File: src/rtl/line_prefetcher.sv
`default_nettype none
// ============================================================================
// Module      : line_prefetcher
// Description : Next-line instruction prefetcher with a one-line buffer
//               between the icache fill port and memory.
// Revision    : 1.0 - initial release
// ============================================================================
module line_prefetcher #(
    parameter logic PF_EN = 1'b1
) (
    input  logic         clk,
    input  logic         rst,
    input  logic [31:0]  up_addr,
    input  logic         up_read,
    output logic [255:0] up_rdata,
    output logic         up_resp,
    input  logic         miss_complete,
    input  logic [31:0]  next_line_addr,
    output logic [31:0]  mem_addr,
    output logic         mem_read,
    input  logic [255:0] mem_rdata,
    input  logic         mem_resp,
    output logic         pf_hit
);

    typedef enum logic [1:0] {
        IDLE     = 2'd0,
        DEMAND   = 2'd1,
        PREFETCH = 2'd2,
        HIT      = 2'd3
    } state_t;

    state_t         r_state;
    state_t         w_state_nxt;

    logic           r_pf_valid;
    logic [26:0]    r_pf_tag;
    logic [255:0]   r_pf_data;
    logic           r_pend_valid;
    logic [26:0]    r_pend_tag;
    logic [26:0]    r_mem_tag;

    logic [26:0]    w_up_tag;
    logic           w_buf_hit;
    logic           w_pend_dup;
    logic           w_pf_claim;
    logic           w_trigger;
    logic           w_unused_bits;

    assign w_up_tag      = up_addr[31:5];
    assign w_buf_hit     = r_pf_valid && (w_up_tag == r_pf_tag);
    assign w_pend_dup    = r_pf_valid && (r_pend_tag == r_pf_tag);
    // A demand that shows up during a prefetch of the same line takes the data directly
    assign w_pf_claim    = up_read && (w_up_tag == r_mem_tag);
    assign w_trigger     = PF_EN && miss_complete;
    assign w_unused_bits = ^{up_addr[4:0], next_line_addr[4:0]};

    always_comb begin
        w_state_nxt = r_state;
        up_resp     = 1'b0;
        up_rdata    = '0;
        pf_hit      = 1'b0;
        mem_read    = 1'b0;
        mem_addr    = '0;
        case (r_state)
            IDLE: begin
                if (up_read) begin
                    w_state_nxt = w_buf_hit ? HIT : DEMAND;
                end else if (r_pend_valid && !w_pend_dup) begin
                    w_state_nxt = PREFETCH;
                end
            end
            DEMAND: begin
                mem_read = 1'b1;
                mem_addr = {r_mem_tag, 5'b0};
                if (mem_resp) begin
                    up_resp     = 1'b1;
                    up_rdata    = mem_rdata;
                    w_state_nxt = IDLE;
                end
            end
            PREFETCH: begin
                mem_read = 1'b1;
                mem_addr = {r_mem_tag, 5'b0};
                if (mem_resp) begin
                    if (w_pf_claim) begin
                        up_resp  = 1'b1;
                        up_rdata = mem_rdata;
                        pf_hit   = 1'b1;
                    end
                    w_state_nxt = IDLE;
                end
            end
            HIT: begin
                up_resp     = 1'b1;
                up_rdata    = r_pf_data;
                pf_hit      = 1'b1;
                w_state_nxt = IDLE;
            end
            default: w_state_nxt = IDLE;
        endcase
    end

    always_ff @(posedge clk or negedge rst) begin
        if (!rst) begin
            r_state      <= IDLE;
            r_pf_valid   <= 1'b0;
            r_pend_valid <= 1'b0;
        end else begin
            r_state <= w_state_nxt;
            if (r_state == HIT) begin
                r_pf_valid <= 1'b0;
            end else if ((r_state == PREFETCH) && mem_resp) begin
                r_pf_valid <= !w_pf_claim;
            end
            // A fresh trigger wins over consumption of the older one
            if (w_trigger) begin
                r_pend_valid <= 1'b1;
            end else if ((r_state == IDLE) && !up_read) begin
                r_pend_valid <= 1'b0;
            end
        end
    end

    always_ff @(posedge clk) begin
        if (w_trigger) begin
            r_pend_tag <= next_line_addr[31:5];
        end
        if (r_state == IDLE) begin
            r_mem_tag <= up_read ? w_up_tag : r_pend_tag;
        end
        if ((r_state == PREFETCH) && mem_resp && !w_pf_claim) begin
            r_pf_tag  <= r_mem_tag;
            r_pf_data <= mem_rdata;
        end
    end

endmodule
`default_nettype wire

File: config.mk
export PLATFORM = sky130hd
export DESIGN_NAME = line_prefetcher
export DESIGN_NICKNAME = d
export VERILOG_FILES = /design/src/rtl/line_prefetcher.sv
export SDC_FILE = /design/constraint.sdc
export NUM_CORES = 1
export LEC_CHECK = 0
export CAP_MARGIN = 20
export CORE_AREA = 2 2 243 245
export CTS_CLUSTER_DIAMETER = 100
export DETAILED_ROUTE_END_ITERATION = 6
export DIE_AREA = 0 0 245 247
export GPL_TIMING_DRIVEN = 0
export RECOVER_POWER = 100
export SLEW_MARGIN = 10
export SYNTH_ARGS = -nofsm -noshare
export SYNTH_HDL_FRONTEND = slang
export SYNTH_SLANG_ARGS = --single-unit
File: constraint.sdc
create_clock -name clk -period 33.9 [get_ports clk]
set_input_delay 6.78 -clock clk [delete_from_list [all_inputs] [get_ports clk]]
set_output_delay 6.78 -clock clk [all_outputs]
set_load 0.05 [all_outputs]
# Yosys cells after proc, flatten, opt, wreduce, memory -nomap -nowiden
# Cells that the tools add are included.
totals:
  ff_bits: 341
  word_cells: 51
op_classes:
  n_eq_ne: 8
  muxes: 21
  n_reduce_logical: 15
op_table:
  columns: ["cell", "count"]
  rows:
  - ["256-bit two-way mux", 3]
  - ["256-bit one-hot mux with 3 select lines", 1]
  - ["27-bit == test", 3]
  - ["32-bit two-way mux", 1]
  - ["27-bit two-way mux", 1]
  - ["1-bit two-way mux", 8]
  - ["2-bit two-way mux", 4]
  - ["1-bit logical AND", 7]
  - ["2-bit one-hot mux with 3 select lines", 1]
  - ["2-bit == test (second input constant)", 2]
  - ["2-bit nonzero test", 2]
  - ["1-bit logical NOT", 3]
  - ["3-bit inequality test (second input constant)", 1]
  - ["1-bit one-hot mux with 3 select lines", 1]
  - ["2-bit by 1-bit == test with 1-bit output (second input constant)", 1]
  - ["2-bit logical NOT", 1]
  - ["2-bit by 1-bit inequality test with 1-bit output (second input constant)", 1]
  - ["1-bit one-hot mux with 2 select lines", 1]
  - ["2-bit AND reduction", 1]
  - ["2-bit OR reduction", 1]

# Depth between registers and ports, before layout
# Gate-level depths: netlist of run 1.
depth:
  depth_word: 7
  depth_mapped: 8
  ltp_nobuf: 7

# Worst setup path after synthesis of run 1
# No wires, ideal clock.
synth_timing:
  path_kind: "input to register"
  from: "input port up_addr[16]"
  to: "register r_pf_data[0], enable pin"
  arrival_time_ps: 19131
  path_stages: 5
  required_ps: 32964
  n_path_buf: 0
  setup_time_ps: 936
  slack_ps: 13833
  cell_sequence: "xnor2_1 nor4b_1 and4_1 and2_1 nor2_1"
synth_between:
  elab_chain_len: 4
synth_rtl:
  columns: ["item", "line", "text"]
  rows:
  - ["from (decl)", "13", "input logic [31:0] up_addr,"]
  - ["27-bit == test", "54", "assign w_pf_claim = up_read && (w_up_tag == r_mem_tag);"]
  - ["1-bit logical AND", "54", null]
  - ["1-bit logical NOT", "132", "if ((r_state == PREFETCH) && mem_resp && !w_pf_claim) begin"]
  - ["1-bit logical AND", "132", null]
  - ["to (signal assigned)", "134", "r_pf_data <= mem_rdata;"]
  - ["to (decl)", "38", "logic [255:0] r_pf_data;"]
# No other way between the ends.
# A chain may end at the register's enable or synchronous reset.

# Final worst setup path of run 1
layout_timing:
  from: "input port up_addr[7]"
  to: "output port up_rdata[25]"
layout_between:
  elab_chain_len: 5
layout_rtl:
  columns: ["item", "line", "text"]
  rows:
  - ["27-bit == test", "54", null]
  - ["1-bit logical AND", "54", null]
  - ["256-bit two-way mux", "86", "if (w_pf_claim) begin"]
  - ["256-bit two-way mux", "85", "if (mem_resp) begin"]
  - ["256-bit one-hot mux with 3 select lines", "65", "case (r_state)"]
  - ["to (decl)", "15", "output logic [255:0] up_rdata,"]
# No other way between the ends.

==> flow_summary.toml, run 1 <==
[power_and_ir_drop]
total_leakage_power_nw = 8.77
worst_ir_drop_vdd_mv = 0.0372
cellPowerDensity_nw_per_um2 = 70.1

[worst_setup_path]
cp_required_ps = 27120
timing_worst_setup_path_type = "in -> out"
worst_r2r_path_depth = 8
worst-r2r-setup-slack_ps = 27820
critPathLaunchType = "input port"
worst-endpoint-arrival_ps = 11740
worst_r2r_endpoint = "r_pf_data[152]"
worst-path-max-fanout = 10
critical_path.reg2reg.startpoint = "r_mem_tag[16]"
setup.worst_path.end_class = "primary output"

[hold_path]
hold-path-cell-count = 1
worstHoldPathType = "reg -> reg"
hold-path-endpoint = "r_pend_valid"
min_from = "r_pend_valid"

[clock_network]
cts_post_setup_buffers_inserted = 0
clock-sinks = 341
tritoncts = "built"
cts.hold.buffers_added = 0
clock_path_buffers = 3
path_clk_slew_ps = 50
htreeDepth = 2
worst_skew_pair.late_latency_ps = 560
post_cts.resized_instances = 0
cts_buffers = 41
cts.root.buffer_cell = "sky130_fd_sc_hd__clkbuf_16"

[die]
core_area_um2 = 58200
chipWidth_um = 245
floorplan.initialDensity_pct = 25.1
fp.dieH_um = 247
ioPinCount = 616
fp-row-count = 89
fp.dieArea_um2 = 60500

[layout]
regArea_um2 = 10200
multi_input_gate_area_um2 = 3900
num-fill-cells = 5461
drive_above_1_share_pct = 7.55
flow.area_growth_from_synthesis_pct = 56.8
num-nets-final = 1861

[routing]
drtIter0Drc = 464
drt-pass1-iter-count = 4
drt_drc_violations_left = 0
avgRoutedWirePerCell_um = 22.4
detail-route-antenna-nets = 0
vias = 10900
via_per_inst = 4.66
finalWirelength_um = 52500

[grt]
grt_max_degree = 32
grt-ovfl-total = 0
globalRouteTotalUtil_pct = 16.4
vias_in_the_first_global_route = 11300
antenna_violations_before_repair = 16
grt_pass1_wl_um = 74400

[synthesis]
proportion_of_synthesized_chip_area_in_sequential_cells_pct = 69.9
mappedNetlistArea_um2 = 14600
synth.avg_cell_area_um2 = 16.8
yosys_warnings = 0
postSynthRegisterBits = 341
yosys.cell_types.count = 36
post_synth_inst_count = 872

[timing]
fin_worst_hold_slack_ps = 479
timing.final.crit_period_ps = 18520
layout_worst_path_cycle_share_pct = 54.6
slew_limit_fails = 214
setup_total_negative_slack_ps = 0
final_hold_viol_count = 0
slew_headroom_pct = -42.7
final-setup-viol-count = 0
finalClockSkew_ps = 29.9
rsz0062_at_grt = "no"
worstMarginPinSlew_ps = 2110
fmaxAchievable_mhz = 54.0

[placed_design]
portBuffers = 600
gpl.final_weighted_congestion = 0.848
dp.final_hpwl_um = 40600

[run]
drv_cap = 8

[outcome]
status = "finished with violations"
violated_checks = "capacitance limit, slew limit"
## final cells by class
cell class	count	area share, %
Timing Repair Buffer	612	26.4
Clock buffer	51	4.74
Inverter	4	0.0655
Sequential cell	341	44.6
Buffer	67	2.08
Tap cell	773	4.22
Clock inverter	23	0.776
Antenna cell	10	0.109
Multi-Input combinational cell	464	17.0
## cell families after synthesis
group	share of synthesized area (%)
fa+ha+maj	0.428
buf+inv	3.36
compound gates	15.9
xor+xnor	4.85
mux	2.23
simple gates	3.23
flops	69.9
other cells	0.0257
## metrics by stage
stage	area (µm²)	setup WS, ps	utilization (%)	cells	total power, mW
5_1_grt	22900	14930	39.3	2345	1.67
3_5_place_dp	21900	16260	37.6	2261	1.25
4_1_cts	23100	16350	39.7	2335	1.68
6_report	22900	15380	39.3	2345	1.61
3_3_place_gp	21600	6980	37.1	2249	1.27
2_1_floorplan	14600	13830	-	876	1.00
## how the worst max path moves through the flow
stage | start | end | slack [ps] | cells past startpoint
2_1_floorplan | up_addr[16] | r_pf_data[0] | 13830 | 5
3_3_place_gp | up_addr[21] | r_pf_data[142] | 6980 | 6
3_5_place_dp | up_addr[7] | up_rdata[25] | 16260 | 9
4_1_cts | up_addr[7] | up_rdata[25] | 16350 | 9
5_1_grt | up_addr[7] | up_rdata[74] | 14930 | 9
6_report | up_addr[7] | up_rdata[25] | 15380 | 9
## worst max-delay path, cell delays in order
cell and delay, ps:
sky130_fd_sc_hd__clkdlybuf4s50_1 470, sky130_fd_sc_hd__xor2_1 240, sky130_fd_sc_hd__nor4_1 550, sky130_fd_sc_hd__nand4_1 180
sky130_fd_sc_hd__o41ai_1 1770, sky130_fd_sc_hd__buf_6 350, sky130_fd_sc_hd__buf_6 170, sky130_fd_sc_hd__a22o_1 250
sky130_fd_sc_hd__dlygate4sd3_1 950
## cells in the mapped netlist
| cell | count | area [µm²] |
|---|---|---|
| sky130_fd_sc_hd__o22ai_1 | 1 | 6.26 |
| sky130_fd_sc_hd__nor2b_1 | 1 | 6.26 |
| sky130_fd_sc_hd__a21o_1 | 1 | 7.51 |
| sky130_fd_sc_hd__a31o_2 | 1 | 8.76 |
| sky130_fd_sc_hd__nor4b_1 | 2 | 17.5 |
| sky130_fd_sc_hd__xor2_1 | 77 | 674 |
| sky130_fd_sc_hd__ha_1 | 5 | 62.6 |
| sky130_fd_sc_hd__nor2_1 | 5 | 18.8 |
| sky130_fd_sc_hd__a311oi_1 | 1 | 8.76 |
| sky130_fd_sc_hd__nor4_1 | 22 | 138 |
| sky130_fd_sc_hd__a21oi_1 | 2 | 10.0 |
| sky130_fd_sc_hd__conb_1 | 1 | 3.75 |
| sky130_fd_sc_hd__buf_4 | 6 | 45.0 |
| sky130_fd_sc_hd__xnor2_1 | 4 | 35.0 |
| sky130_fd_sc_hd__and3_1 | 1 | 6.26 |
| sky130_fd_sc_hd__nand3_1 | 4 | 20.0 |
| sky130_fd_sc_hd__clkbuf_1 | 30 | 113 |
| sky130_fd_sc_hd__a32oi_1 | 1 | 8.76 |
| sky130_fd_sc_hd__mux2_2 | 28 | 315 |
| sky130_fd_sc_hd__and4_1 | 1 | 8.76 |
| sky130_fd_sc_hd__o41ai_4 | 1 | 27.5 |
| sky130_fd_sc_hd__buf_6 | 27 | 304 |
| sky130_fd_sc_hd__inv_1 | 4 | 15.0 |
| sky130_fd_sc_hd__and2_1 | 28 | 175 |
| sky130_fd_sc_hd__nand2_1 | 6 | 22.5 |
| sky130_fd_sc_hd__a22o_1 | 255 | 2230 |
| sky130_fd_sc_hd__buf_1 | 4 | 15.0 |
| sky130_fd_sc_hd__mux2i_1 | 1 | 10.0 |
| sky130_fd_sc_hd__edfxtp_1 | 337 | 10100 |
| sky130_fd_sc_hd__a211oi_1 | 1 | 7.51 |
| sky130_fd_sc_hd__dfrtp_1 | 4 | 100 |
| sky130_fd_sc_hd__nor4bb_1 | 2 | 20.0 |
| sky130_fd_sc_hd__o21ai_0 | 2 | 10.0 |
| sky130_fd_sc_hd__nand3b_1 | 1 | 7.51 |
| sky130_fd_sc_hd__nand2b_1 | 1 | 6.26 |
| sky130_fd_sc_hd__nand4_1 | 4 | 25.0 |
## placed cells by master, fill, tap and decap left out, types with 9 or more instances in the layout
cell type	instances
sky130_fd_sc_hd__diode_2	10
sky130_fd_sc_hd__clkinv_1	9
sky130_fd_sc_hd__clkbuf_1	55
sky130_fd_sc_hd__clkbuf_16	42
sky130_fd_sc_hd__a22o_1	255
sky130_fd_sc_hd__edfxtp_1	337
sky130_fd_sc_hd__buf_6	27
sky130_fd_sc_hd__and2_1	27
sky130_fd_sc_hd__clkdlybuf4s50_1	28
sky130_fd_sc_hd__dlygate4sd3_1	571
sky130_fd_sc_hd__mux2_2	28
sky130_fd_sc_hd__nor4_1	22
sky130_fd_sc_hd__xor2_1	77
## power breakdown
group          leakage, nW  switching [mW]  total (mW)  internal, mW
clock network        0.620           0.176       0.419         0.243
logic                 4.98           0.422       0.609         0.187
registers             3.16          0.0286       0.579         0.550
total                 8.77           0.627        1.61         0.980
## state kept, by name (all words and copies together) (netlist names)
name and flops:
r_mem_tag 27, r_pf_data 256, r_pf_valid 1, r_pend_valid 1
r_state 2, r_pend_tag 27, r_pf_tag 27
## metal layers
| layer | up-vias | global-route usage [%] | part of all wire, % |
|---|---|---|---|
| met5 | - | 0 | 0.13 |
| met3 | 90 | 5.24 | 8.1 |
| met1 | 5420 | 20.2 | 41 |
| met4 | 10 | 5.58 | 2.6 |
| met2 | 484 | 27.2 | 49 |
| li1 | 4913 | - | - |
Power figures use the tool's default switching activity.
==> run 2, diff against run 1 <==
--- a/config.mk
+++ b/config.mk
@@ -6,10 +6,10 @@
 export NUM_CORES = 1
 export LEC_CHECK = 0
 export CAP_MARGIN = 20
-export CORE_AREA = 2 2 243 245
+export CORE_AREA = 2 2 242 244
 export CTS_CLUSTER_DIAMETER = 100
 export DETAILED_ROUTE_END_ITERATION = 6
-export DIE_AREA = 0 0 245 247
+export DIE_AREA = 0 0 244 246
 export GPL_TIMING_DRIVEN = 0
 export RECOVER_POWER = 100
 export SLEW_MARGIN = 10
==> constraint.sdc (replaced) <==
create_clock -name clk -period 15.21 [get_ports clk]
set_input_delay 3.042 -clock clk [delete_from_list [all_inputs] [get_ports clk]]
set_output_delay 3.042 -clock clk [all_outputs]
set_load 0.05 [all_outputs]
==> run 2 against run 1 <==
  * The flow still finishes with violations (capacitance limit, slew limit)
  * Via count down 1.3%
  * Hold slack gained 1.7 ps
  * Global-route usage decreased by 0.34 points
  * Critical endpoint is now up_rdata[246]
  * Wire length fell by 2.9%
  * Register-to-register slack worse by 20000 ps
  * Utilization up 0.58 points
==> flow_summary.toml, run 2 (synthesis gave the netlist of run 1 again) <==
[placed_design]
gpl.final_weighted_congestion = 0.901
dpl_worst_slack_ps = 5150
dpl-instance-area_um2 = 21900
portBuffers = 600
dp.final_hpwl_um = 39800

[hold_path]
worstHoldPathType = "reg -> reg"

[layout]
final_common_cell = "sky130_fd_sc_hd__dlygate4sd3_1"
num-nets-final = 1860
largest_reg_flops = 256
regArea_um2 = 10200
registers.top_by_ff_count = "r_pf_data"
multi_input_gate_area_um2 = 3900
most-common-layout-cells = "571 x sky130_fd_sc_hd__dlygate4sd3_1, 337 x sky130_fd_sc_hd__edfxtp_1, 255 x sky130_fd_sc_hd__a22o_1"
drive_above_1_share_pct = 7.29
postLayoutCellArea_um2 = 22900
flow.area_growth_from_synthesis_pct = 56.7
num-fill-cells = 5335

[power_and_ir_drop]
cellPowerDensity_nw_per_um2 = 156
p_switching_mw = 1.37
total_leakage_power_nw = 8.75
seqPwrFrac_pct = 36.1
share_clk_of_total_power_pct = 26.3
internal_power_mw = 2.21
sw_frac_of_total_pct = 38.3
pwr-share-comb_pct = 37.6
worst_ir_drop_vdd_mv = 0.113

[clock_network]
cts.root.buffer_cell = "sky130_fd_sc_hd__clkbuf_16"
path_clk_slew_ps = 50
worst_skew_pair.late_latency_ps = 550
cts_buffers = 40
cts.hold.buffers_added = 0
htreeDepth = 2
clock-sinks = 341
tritoncts = "built"
clock_path_buffers = 3
cts_post_setup_buffers_inserted = 0
post_cts.resized_instances = 0

[die]
ioPinCount = 616
fp-row-count = 88
chipWidth_um = 244
fp.dieH_um = 246
floorplan.initialDensity_pct = 25.5
fp.dieArea_um2 = 60000
core_area_um2 = 57400

[worst_setup_path]
crit_chain = "dlygate4sd3_1, xor2_1, nor4_1, nand4_1, o41ai_1, buf_6, buf_6, a22o_1, dlygate4sd3_1"
crit_slowest_cell = "sky130_fd_sc_hd__o41ai_1"
crit_path_buf_inv_count = 4
worst-path-max-fanout = 10
critPathLaunchType = "input port"
setup.worst_path.end_class = "primary output"
timing_worst_setup_path_type = "in -> out"
cp_required_ps = 12170
cp_top_family = "buffers and inverters"
worst_path_largest_cell_delay_ps = 1330
worst-endpoint-arrival_ps = 7800

[grt]
grt_pass1_wl_um = 72900
grt-ovfl-total = 0
grt_max_degree = 34
antenna_violations_before_repair = 13
vias_in_the_first_global_route = 11100
globalRouteTotalUtil_pct = 16.1

[routing]
via_per_inst = 4.63
drtIter0Drc = 519
detail-route-antenna-nets = 0
drt-pass1-iter-count = 5
avgRoutedWirePerCell_um = 21.9
drt_drc_violations_left = 0
vias = 10800
finalWirelength_um = 51000

[timing]
worstMarginPinSlew_ps = 1870
layout_worst_path_cycle_share_pct = 71.3
slew_limit_fails = 141
fmaxAchievable_mhz = 92.2
final_hold_viol_count = 0
final-setup-viol-count = 0
slew_headroom_pct = -24.8
timing.final.crit_period_ps = 10840
setup_slack_ps = 4370
finalClockSkew_ps = 17.5
rsz0062_at_grt = "no"

[outcome]
status = "finished with violations"
violated_checks = "capacitance limit, slew limit"

[run]
drv_cap = 6
run 2: layer usage:
metal / GRT usage, % / wire, µm
met5: 0 / 25
met4: 6.08 / 1550
met3: 4.05 / 3560
met2: 27.7 / 25500
met1: 19.3 / 20300
run 2: worst paths after layout:
kind | startpoint | endpoint | slack [ps] | depth (start not counted)
setup reg to reg | r_mem_tag[2] | r_pf_data[70] | 7840 | 9
hold reg to reg | r_pend_valid | r_pend_valid | 480 | 1
setup / recovery | up_addr[7] | up_rdata[246] | 4370 | 9
hold / removal | r_pend_valid | r_pend_valid | 480 | 1
min in group asynchronous | rst | r_state[0] | 2790 | 1
max in group asynchronous | rst | r_pf_valid | 12250 | 1
run 2: power by group through the flow:
stage	Sequential, mW	Clock [mW]	Combinational, mW
after detailed placement	1.31	0	1.46
after global placement	1.36	0	1.42
final	1.29	0.942	1.35
after CTS	1.29	0.971	1.47
after floorplan	1.32	0	0.887
after global routing	1.31	1.01	1.41
run 2: layout make-up:
class / count / area share (%)
tap: 765 / 4.18
clock inverter: 12 / 0.771
timing repair buffer: 612 / 26.4
inverter: 4 / 0.0656
antenna: 11 / 0.120
buffer: 67 / 2.08
clock buffer: 50 / 4.72
multi-input combinational: 464 / 17.0
sequential: 341 / 44.6
run 2: worst reg2reg max path, cell delays in order, from the launching register on:
cell,delay (ps)
sky130_fd_sc_hd__edfxtp_1,460
sky130_fd_sc_hd__xor2_1,380
sky130_fd_sc_hd__nor4_1,190
sky130_fd_sc_hd__and3_1,200
sky130_fd_sc_hd__and2_0,180
sky130_fd_sc_hd__nor2_1,1160
sky130_fd_sc_hd__clkbuf_1,990
sky130_fd_sc_hd__clkbuf_1,1100
sky130_fd_sc_hd__clkbuf_1,1160
sky130_fd_sc_hd__clkbuf_1,1170
run 2: per-stage QoR:
step / power [mW] / hold slack, ps / std cells / setup TNS (ps) / util [%]
after CTS: 3.73 / 484 / 2315 / 0 / 40.3
after floorplan: 2.20 / 450 / 876 / 0 / -
after detailed placement: 2.77 / 471 / 2253 / 0 / 38.1
after global routing: 3.72 / 495 / 2323 / 0 / 39.9
after global placement: 2.78 / 466 / 2241 / -223270 / 37.6
final: 3.58 / 481 / 2326 / 0 / 39.9
==> run 3, diff against run 2 <==
--- a/config.mk
+++ b/config.mk
@@ -6,10 +6,10 @@
 export NUM_CORES = 1
 export LEC_CHECK = 0
 export CAP_MARGIN = 20
-export CORE_AREA = 2 2 242 244
+export CORE_AREA = 2 2 237 239
 export CTS_CLUSTER_DIAMETER = 100
 export DETAILED_ROUTE_END_ITERATION = 6
-export DIE_AREA = 0 0 244 246
+export DIE_AREA = 0 0 239 241
 export GPL_TIMING_DRIVEN = 0
 export RECOVER_POWER = 100
 export SLEW_MARGIN = 10
==> constraint.sdc (replaced) <==
create_clock -name clk -period 11.21 [get_ports clk]
set_input_delay 2.242 -clock clk [delete_from_list [all_inputs] [get_ports clk]]
set_output_delay 2.242 -clock clk [all_outputs]
set_load 0.05 [all_outputs]
==> run 3 against run 2 <==
  * The run still ends with capacitance limit, slew limit left
  * Worst setup slack lost 2400 ps
  * Cell count shrank 2.1%
  * Power grew 36%
  * Clock power grew 35%
  * Count of clock-buffer cells in the layout shrank 1
  * Via count grew 0.75%
  * Sequential power grew 36%
  * First-iteration DRC count grew 7.1%
  * Combinational power grew 36%
  * Register-to-register slack lost 3100 ps
  * Global-route usage grew 1.1 points
  * Non-clock buffer count shrank 1
  * Critical path type unchanged
  * Critical endpoint is now up_rdata[191]
==> flow_summary.toml, run 3 (synthesis gave the netlist of run 1 again) <==
[clock_network]
htreeDepth = 2
clock-sinks = 341
cts_buffers = 41
cts.hold.buffers_added = 0
tritoncts = "built"
cts.root.buffer_cell = "sky130_fd_sc_hd__clkbuf_16"
cts_post_setup_buffers_inserted = 0
worst_skew_pair.late_latency_ps = 560
path_clk_slew_ps = 60
post_cts.resized_instances = 0
clock_path_buffers = 3

[timing]
slew_limit_fails = 306
setup_slack_ps = 1970
slew_headroom_pct = -21.5
rsz0062_at_grt = "no"
worstMarginPinSlew_ps = 1820
setup_total_negative_slack_ps = 0
final_hold_viol_count = 0
fmaxAchievable_mhz = 108
final-setup-viol-count = 0
timing.final.crit_period_ps = 9240
layout_worst_path_cycle_share_pct = 82.4
fin_worst_hold_slack_ps = 479
finalClockSkew_ps = 16.8

[placed_design]
portBuffers = 600
dpl_worst_slack_ps = 2650
gpl.final_weighted_congestion = 0.853
dp.final_hpwl_um = 40600
dpl-instance-area_um2 = 21800
placed_instance_count = 2191

[worst_setup_path]
worst-path-max-fanout = 10
setup.worst_path.end_class = "primary output"
worst_r2r_path_depth = 8
crit_chain = "dlygate4sd3_1, xor2_1, nor4_1, nand4_1, o41ai_1, buf_6, buf_6, a22o_1, dlygate4sd3_1"
crit_slowest_cell = "sky130_fd_sc_hd__o41ai_1"
worst_path_largest_cell_delay_ps = 1390
critPathLaunchType = "input port"
timing_worst_setup_path_type = "in -> out"
cp_required_ps = 8970
worst-endpoint-arrival_ps = 6990

[routing]
detail-route-antenna-nets = 0
avgRoutedWirePerCell_um = 23.1
drtIter0Drc = 556
via_per_inst = 4.77
drt_drc_violations_left = 0
vias = 10900
finalWirelength_um = 52600
drt-pass1-iter-count = 4

[grt]
globalRouteTotalUtil_pct = 17.2
grt_pass1_wl_um = 73500
grt_max_degree = 33
use_met3_pct = 5.57
vias_in_the_first_global_route = 11100
gr-max-usage-layer = "met2"
antenna_violations_before_repair = 19
global_route_track_usage_on_met1_pct = 20.3
met2_track_demand_over_resource_in_global_routing_pct = 29.0
grt-ovfl-total = 0

[die]
fp.dieArea_um2 = 57600
chipWidth_um = 239
core_area_um2 = 54900
ioPinCount = 616
fp-row-count = 86
fp.dieH_um = 241
floorplan.initialDensity_pct = 26.6

[power_and_ir_drop]
share_clk_of_total_power_pct = 26.2
seqPwrFrac_pct = 36.1
internal_power_mw = 2.96
cellPowerDensity_nw_per_um2 = 213
total_leakage_power_nw = 8.77
pwr-share-comb_pct = 37.7
worst_ir_drop_vdd_mv = 0.118
fin_total_pwr_mw = 4.86
sw_frac_of_total_pct = 39.1
p_switching_mw = 1.90

[layout]
num-fill-cells = 5108
multi_input_gate_area_um2 = 3900
largest_reg_flops = 256
registers.top_by_ff_count = "r_pf_data"
postLayoutCellArea_um2 = 22800
layoutNonFillerInstCount = 2277
flow.area_growth_from_synthesis_pct = 56.2
final_common_cell = "sky130_fd_sc_hd__dlygate4sd3_1"
most-common-layout-cells = "571 x sky130_fd_sc_hd__dlygate4sd3_1, 337 x sky130_fd_sc_hd__edfxtp_1, 255 x sky130_fd_sc_hd__a22o_1"
layout.core_utilization_pct = 41.6
drive_above_1_share_pct = 7.56
num-nets-final = 1860
regArea_um2 = 10200

[run]
drv_cap = 11

[hold_path]
worstHoldPathType = "reg -> reg"
hold-path-cell-count = 1

[outcome]
violated_checks = "capacitance limit, slew limit"
status = "finished with violations"
==> run 3: changes by cell type in the layout (fill, tap and decap cells not counted) <==
cell and change:
sky130_fd_sc_hd__clkinv_8 -1, sky130_fd_sc_hd__bufinv_16 -3, sky130_fd_sc_hd__clkinv_2 +5, sky130_fd_sc_hd__clkbuf_16 +1, sky130_fd_sc_hd__clkbuf_1 -5, sky130_fd_sc_hd__clkinv_1 +10
sky130_fd_sc_hd__clkinvlp_4 -1, sky130_fd_sc_hd__inv_6 +2, sky130_fd_sc_hd__diode_2 +2, sky130_fd_sc_hd__clkbuf_8 +2
==> run 3: final cells by class <==
type,instances,share of cell area (%)
plain buffers,67,2.09
repair buffers,611,26.5
inverters,4,0.0658
multi-input cells,464,17.1
clock inverters,24,0.625
diodes,13,0.143
well taps,704,3.86
clock buffers,49,4.90
flip-flops and latches,341,44.8
==> run 3: worst max-delay path: cells and delay by family <==
| kind | cells | cell delay, ps |
|---|---|---|
| XOR/XNOR | 1 | 260 |
| buffers and inverters | 4 | 2060 |
| AND/OR/NAND/NOR | 2 | 690 |
| AO/OA/AOI/OAI | 2 | 1710 |
==> run 3: power by group through the flow <==
stage	Clock (mW)	Combinational, mW	Sequential (mW)
6_report	1.27	1.83	1.76
5_1_grt	1.35	1.92	1.77
4_1_cts	1.30	2.00	1.75
3_5_place_dp	0	1.99	1.77
3_3_place_gp	0	1.94	1.84
2_1_floorplan	0	1.20	1.79
==> run 3: worst paths after layout <==
check / start / to / slack (ps)
setup / recovery: up_addr[7] / up_rdata[191] / 1970
hold / removal: r_pend_valid / r_pend_valid / 480
setup reg to reg: r_mem_tag[2] / r_pf_data[146] / 4700
hold reg to reg: r_pend_valid / r_pend_valid / 480
max in group asynchronous: rst / r_pend_valid / 9080
min in group asynchronous: rst / r_pf_valid / 1960
==> run 3: per-layer routing <==
layer | share of wire [%] | wire [µm] | up-vias
met5 | 0.14 | 71 | -
met1 | 39 | 20500 | 5347
met3 | 8.5 | 4470 | 94
met2 | 49 | 26000 | 487
met4 | 2.9 | 1550 | 10
li1 | - | - | 4916
==> patch 1, RTL diff (config.mk and constraints of run 2) <==
Change the parameter `PF_EN` from 1'b1 to 1'b0.
--- a/src/rtl/line_prefetcher.sv
+++ b/src/rtl/line_prefetcher.sv
@@ -6,7 +6,7 @@
 // Revision    : 1.0 - initial release
 // ============================================================================
 module line_prefetcher #(
-    parameter logic PF_EN = 1'b1
+    parameter logic PF_EN = 1'b0
 ) (
     input  logic         clk,
     input  logic         rst,
Check against the original RTL: not equivalent (Yosys sat finds a counterexample within 4 cycles, from zero or initial values and one cycle with rst low).
==> patch 1 against run 2 <==
The flow still finishes with violations (capacitance limit, slew limit). Setup slack worse by 0.43 ns. Sequential cell count decreased by 28. Total power shrank 7.9%. Wire length up 28%. Largest cell class unchanged. Synthesized area up 16%. Via count up 37%. Design area up 9.3%. Clock power increased by 0.7%. Critical endpoint is now r_pf_data[57].
==> patch 1: results <==
status:
  status: "finished with violations"
  violations: "capacitance limit, slew limit"
placed_design:
  dp_hpwl_um: 49000
  placedCellCount: 2711
  dpl-instance-area_mm2: 0.0239
  dp_slack_ns: 5.72
  routabilityCongestion: 0.900
  io_buffers: 572
sta:
  slew_violations: 210
  period_minus_slack_ns: 11.27
  max_slew_margin: -0.194
  fin_skew_ns: 0.0295
  holdWs_ns: 0.455
setup_path:
  r2r-start: "r_mem_tag[1]"
  worst_path_largest_cell_delay_ns: 1.36
  reg2reg_to: "r_pf_data[57]"
  rrSetupSlack_ns: 6.67
  worstSetupEndpointType: "flop"
  crit_fanout: 31
  r2r_cells: 10
  crit_slowest_cell: "clkbuf_1"
synthesis:
  synth_mux_area_frac: 0.000663
  synth_compound_area_frac: 0.293
  ys.flop_type: "edfxtp_1"
  postSynth.asyncResetShare: 0.00958
  synth_xor_xnor_area_share: 0.0263
  synth_fa_ha_area_frac: 0.00368
  synthTopCellsByArea: "edfxtp_1 (55%), a311oi_2 (19%), a21oi_1 (7.6%)"
  ys_seq_area_frac: 0.553
  ys_types: 31
  syn_inst: 1359
grt:
  grtUsageMet2: 0.357
  grt_use_met3: 0.0535
  grt_pass1_wl_um: 95700
  grt_max_degree: 32
  grt_usage: 0.208
  antenna_found_initial: 29
  gr-usage-met1: 0.253
route:
  first_iter_violations: 820
  wire_per_inst_um: 23.4
  viasPerCell: 5.27
  dr.pass1.iters: 6
power_and_ir_drop:
  leakagePower_uw: 0.00809
  clk-power_uw: 949
  power.switching_uw: 1380
  power_frac_seq: 0.306
  pg_seq_uw: 1010
  irDropWorstVdd_v: 0.000100
final_layout:
  post-route-util: 0.436
  fillers: 5329
  drive_gt1_frac: 0.152
  layout.nets: 2318
flow_run:
  maxCapViolCount: 7
## patch 1: how the worst min path moves through the flow
| stage | start | to | cells past startpoint |
|---|---|---|---|
| 3_5_place_dp | r_mem_tag[5] | r_pf_tag[5] | 0 |
| 5_1_grt | r_mem_tag[5] | r_pf_tag[5] | 0 |
| 2_1_floorplan | r_mem_tag[5] | r_pf_tag[5] | 0 |
| 4_1_cts | r_mem_tag[5] | r_pf_tag[5] | 0 |
| 6_report | r_mem_tag[5] | r_pf_tag[5] | 0 |
| 3_3_place_gp | r_mem_tag[5] | r_pf_tag[5] | 0 |
## patch 1: layer usage
metal	vias to the layer above	part of all wire
met4	16	0.031
met2	598	0.50
met1	7346	0.40
met3	125	0.072
met5	-	0.0014
li1	6679	-
## patch 1: area by class of cell
class	instances	area share
flip-flops and latches	313	0.375
multi-input cells	894	0.272
repair buffers	583	0.231
clock buffers	50	0.0424
well taps	765	0.0383
plain buffers	149	0.0303
clock inverters	22	0.00855
diodes	18	0.00180
inverters	7	0.00105
==> patch 2, RTL diff (settings of run 2) <==
Made on the original files. Register the inputs `up_addr`, `up_read`, `miss_complete`, `next_line_addr`, `mem_rdata` and `mem_resp` before use, without a reset. The logic sees them one clock later.
--- a/src/rtl/line_prefetcher.sv
+++ b/src/rtl/line_prefetcher.sv
@@ -30,6 +30,22 @@
         HIT      = 2'd3
     } state_t;
 
+    logic [31:0] up_addr_q;
+    logic up_read_q;
+    logic miss_complete_q;
+    logic [31:0] next_line_addr_q;
+    logic [255:0] mem_rdata_q;
+    logic mem_resp_q;
+
+    always_ff @(posedge clk) begin
+        up_addr_q        <= up_addr;
+        up_read_q        <= up_read;
+        miss_complete_q  <= miss_complete;
+        next_line_addr_q <= next_line_addr;
+        mem_rdata_q      <= mem_rdata;
+        mem_resp_q       <= mem_resp;
+    end
+
     state_t         r_state;
     state_t         w_state_nxt;
 
@@ -47,13 +63,13 @@
     logic           w_trigger;
     logic           w_unused_bits;
 
-    assign w_up_tag      = up_addr[31:5];
+    assign w_up_tag      = up_addr_q[31:5];
     assign w_buf_hit     = r_pf_valid && (w_up_tag == r_pf_tag);
     assign w_pend_dup    = r_pf_valid && (r_pend_tag == r_pf_tag);
     // A demand that shows up during a prefetch of the same line takes the data directly
-    assign w_pf_claim    = up_read && (w_up_tag == r_mem_tag);
-    assign w_trigger     = PF_EN && miss_complete;
-    assign w_unused_bits = ^{up_addr[4:0], next_line_addr[4:0]};
+    assign w_pf_claim    = up_read_q && (w_up_tag == r_mem_tag);
+    assign w_trigger     = PF_EN && miss_complete_q;
+    assign w_unused_bits = ^{up_addr_q[4:0], next_line_addr_q[4:0]};
 
     always_comb begin
         w_state_nxt = r_state;
@@ -64,7 +80,7 @@
         mem_addr    = '0;
         case (r_state)
             IDLE: begin
-                if (up_read) begin
+                if (up_read_q) begin
                     w_state_nxt = w_buf_hit ? HIT : DEMAND;
                 end else if (r_pend_valid && !w_pend_dup) begin
                     w_state_nxt = PREFETCH;
@@ -73,19 +89,19 @@
             DEMAND: begin
                 mem_read = 1'b1;
                 mem_addr = {r_mem_tag, 5'b0};
-                if (mem_resp) begin
+                if (mem_resp_q) begin
                     up_resp     = 1'b1;
-                    up_rdata    = mem_rdata;
+                    up_rdata    = mem_rdata_q;
                     w_state_nxt = IDLE;
                 end
             end
             PREFETCH: begin
                 mem_read = 1'b1;
                 mem_addr = {r_mem_tag, 5'b0};
-                if (mem_resp) begin
+                if (mem_resp_q) begin
                     if (w_pf_claim) begin
                         up_resp  = 1'b1;
-                        up_rdata = mem_rdata;
+                        up_rdata = mem_rdata_q;
                         pf_hit   = 1'b1;
                     end
                     w_state_nxt = IDLE;
@@ -110,13 +126,13 @@
             r_state <= w_state_nxt;
             if (r_state == HIT) begin
                 r_pf_valid <= 1'b0;
-            end else if ((r_state == PREFETCH) && mem_resp) begin
+            end else if ((r_state == PREFETCH) && mem_resp_q) begin
                 r_pf_valid <= !w_pf_claim;
             end
             // A fresh trigger wins over consumption of the older one
             if (w_trigger) begin
                 r_pend_valid <= 1'b1;
-            end else if ((r_state == IDLE) && !up_read) begin
+            end else if ((r_state == IDLE) && !up_read_q) begin
                 r_pend_valid <= 1'b0;
             end
         end
@@ -124,14 +140,14 @@
 
     always_ff @(posedge clk) begin
         if (w_trigger) begin
-            r_pend_tag <= next_line_addr[31:5];
+            r_pend_tag <= next_line_addr_q[31:5];
         end
         if (r_state == IDLE) begin
-            r_mem_tag <= up_read ? w_up_tag : r_pend_tag;
+            r_mem_tag <= up_read_q ? w_up_tag : r_pend_tag;
         end
-        if ((r_state == PREFETCH) && mem_resp && !w_pf_claim) begin
+        if ((r_state == PREFETCH) && mem_resp_q && !w_pf_claim) begin
             r_pf_tag  <= r_mem_tag;
-            r_pf_data <= mem_rdata;
+            r_pf_data <= mem_rdata_q;
         end
     end
 
Formal check against the unedited RTL: not equivalent (a bounded check fails within 4 cycles, from zero or initial values and one cycle with rst low).
==> patch 2 against run 2 <==
The flow still finishes with violations (capacitance limit, slew limit). First-iteration DRC count rose by 26%. Wire length grew 16%. Setup slack improved by 1.8 ns. Sequential cell count grew 313. Combinational power hardly changed. Synthesized cell count up 36%. Count of clock-buffer cells in the layout is 43 higher. Global-route usage increased by 3.1 points. Final cell count is 16% higher. Synthesized area increased by 43%. Largest power group is now registers. Design area increased by 32%. Clock power grew 75%. Register-to-register slack lost 1.4 ns. Total power rose by 45%.
==> patch 2: results <==
status:
  status: "finished with violations"
  violations: "capacitance limit, slew limit"
synthesis:
  synth_mux_area_frac: 0.0155
  ys_types: 39
  synth_compound_area_frac: 0.112
  synthTopCellsByArea: "edfxtp_1 (48%), dfxtp_1 (30%), a22o_1 (11%)"
  ys_seq_area_frac: 0.789
  postSynth.asyncResetShare: 0.00612
  syn_inst: 1185
setup_path:
  crit_fanout: 23
  r2r_cells: 11
  worst_path_largest_cell_delay_ns: 1.57
  arrival_ns: 6.00
placed_design:
  placedCellCount: 2567
  dpl-instance-area_mm2: 0.0282
route:
  dr.pass1.iters: 4
  first_iter_violations: 655
sta:
  max_slew_margin: -0.362
  fin_skew_ns: 0.0226
  slew_violations: 134
power_and_ir_drop:
  irDropWorstVdd_v: 0.000129
  leakagePower_uw: 0.0119
grt:
  grt_usage: 0.192
  grt_pass1_wl_um: 85900
final_layout:
  layout.nets: 2203
clock_network:
  cts-buffers-inserted: 69
flow_run:
  maxCapViolCount: 7
-- patch 2: critical path: cells and delay by family, from the launching register on --
family | cells | cell delay (ns)
AO/OA/AOI/OAI | 2 | 1.70
AND/OR/NAND/NOR | 1 | 0.52
buffers and inverters | 5 | 2.36
flip-flops | 1 | 0.38
adder cells (fa/ha/maj) | 1 | 0.43
-- patch 2: metal layers --
layer  vias up  track usage  part of all wire
met1      6375        0.220              0.38
met4         8       0.0726             0.028
li1       5953            -                 -
met2       504        0.326              0.50
met3       104       0.0717             0.088
met5         -            0           0.00090
-- patch 2: cell families after synthesis --
logic type               Yosys count
multiplexers                      29
other                              1
buffers and inverters             71
flip-flops                       654
adder cells (fa/ha/maj)            5
AND/OR/NAND/NOR                   78
XOR/XNOR                          81
AO/OA/AOI/OAI                    266
-- patch 2: worst paths after layout --
kind	start	endpoint	slack (ns)
min in group asynchronous	rst	r_pf_valid	2.74
max in group asynchronous	rst	r_pend_valid	12.27
worst max register to register	r_mem_tag[23]	r_pf_data[216]	6.43
worst min register to register	next_line_addr_q[28]	r_pend_tag[23]	0.39
worst min-delay path	next_line_addr_q[28]	r_pend_tag[23]	0.39
worst max-delay path	r_state[0]	up_rdata[237]	6.17
-- patch 2: area by class of cell --
cell class | count | share of cell area
Inverter | 4 | 0.000497
Multi-Input combinational cell | 464 | 0.129
Sequential cell | 654 | 0.546
Clock inverter | 35 | 0.00953
Buffer | 67 | 0.0159
Antenna cell | 12 | 0.000995
Clock buffer | 93 | 0.0656
Tap cell | 765 | 0.0317
Timing Repair Buffer | 613 | 0.201
-- patch 2: report_power, final --
| part | internal [uW] | switching, uW | total, uW |
|---|---|---|---|
| combinational | 415 | 936 | 1350 |
| clock | 946 | 703 | 1650 |
| sequential | 2090 | 89.3 | 2180 |
-- patch 2: metrics by stage --
| step | hold slack (ns) | power [uW] |
|---|---|---|
| detailed placement | 0.389 | 3690 |
| finish | 0.393 | 5180 |
| global placement | 0.388 | 3730 |
| global route | 0.409 | 5390 |
| floorplan | 0.386 | 3130 |
| CTS | 0.400 | 5350 |
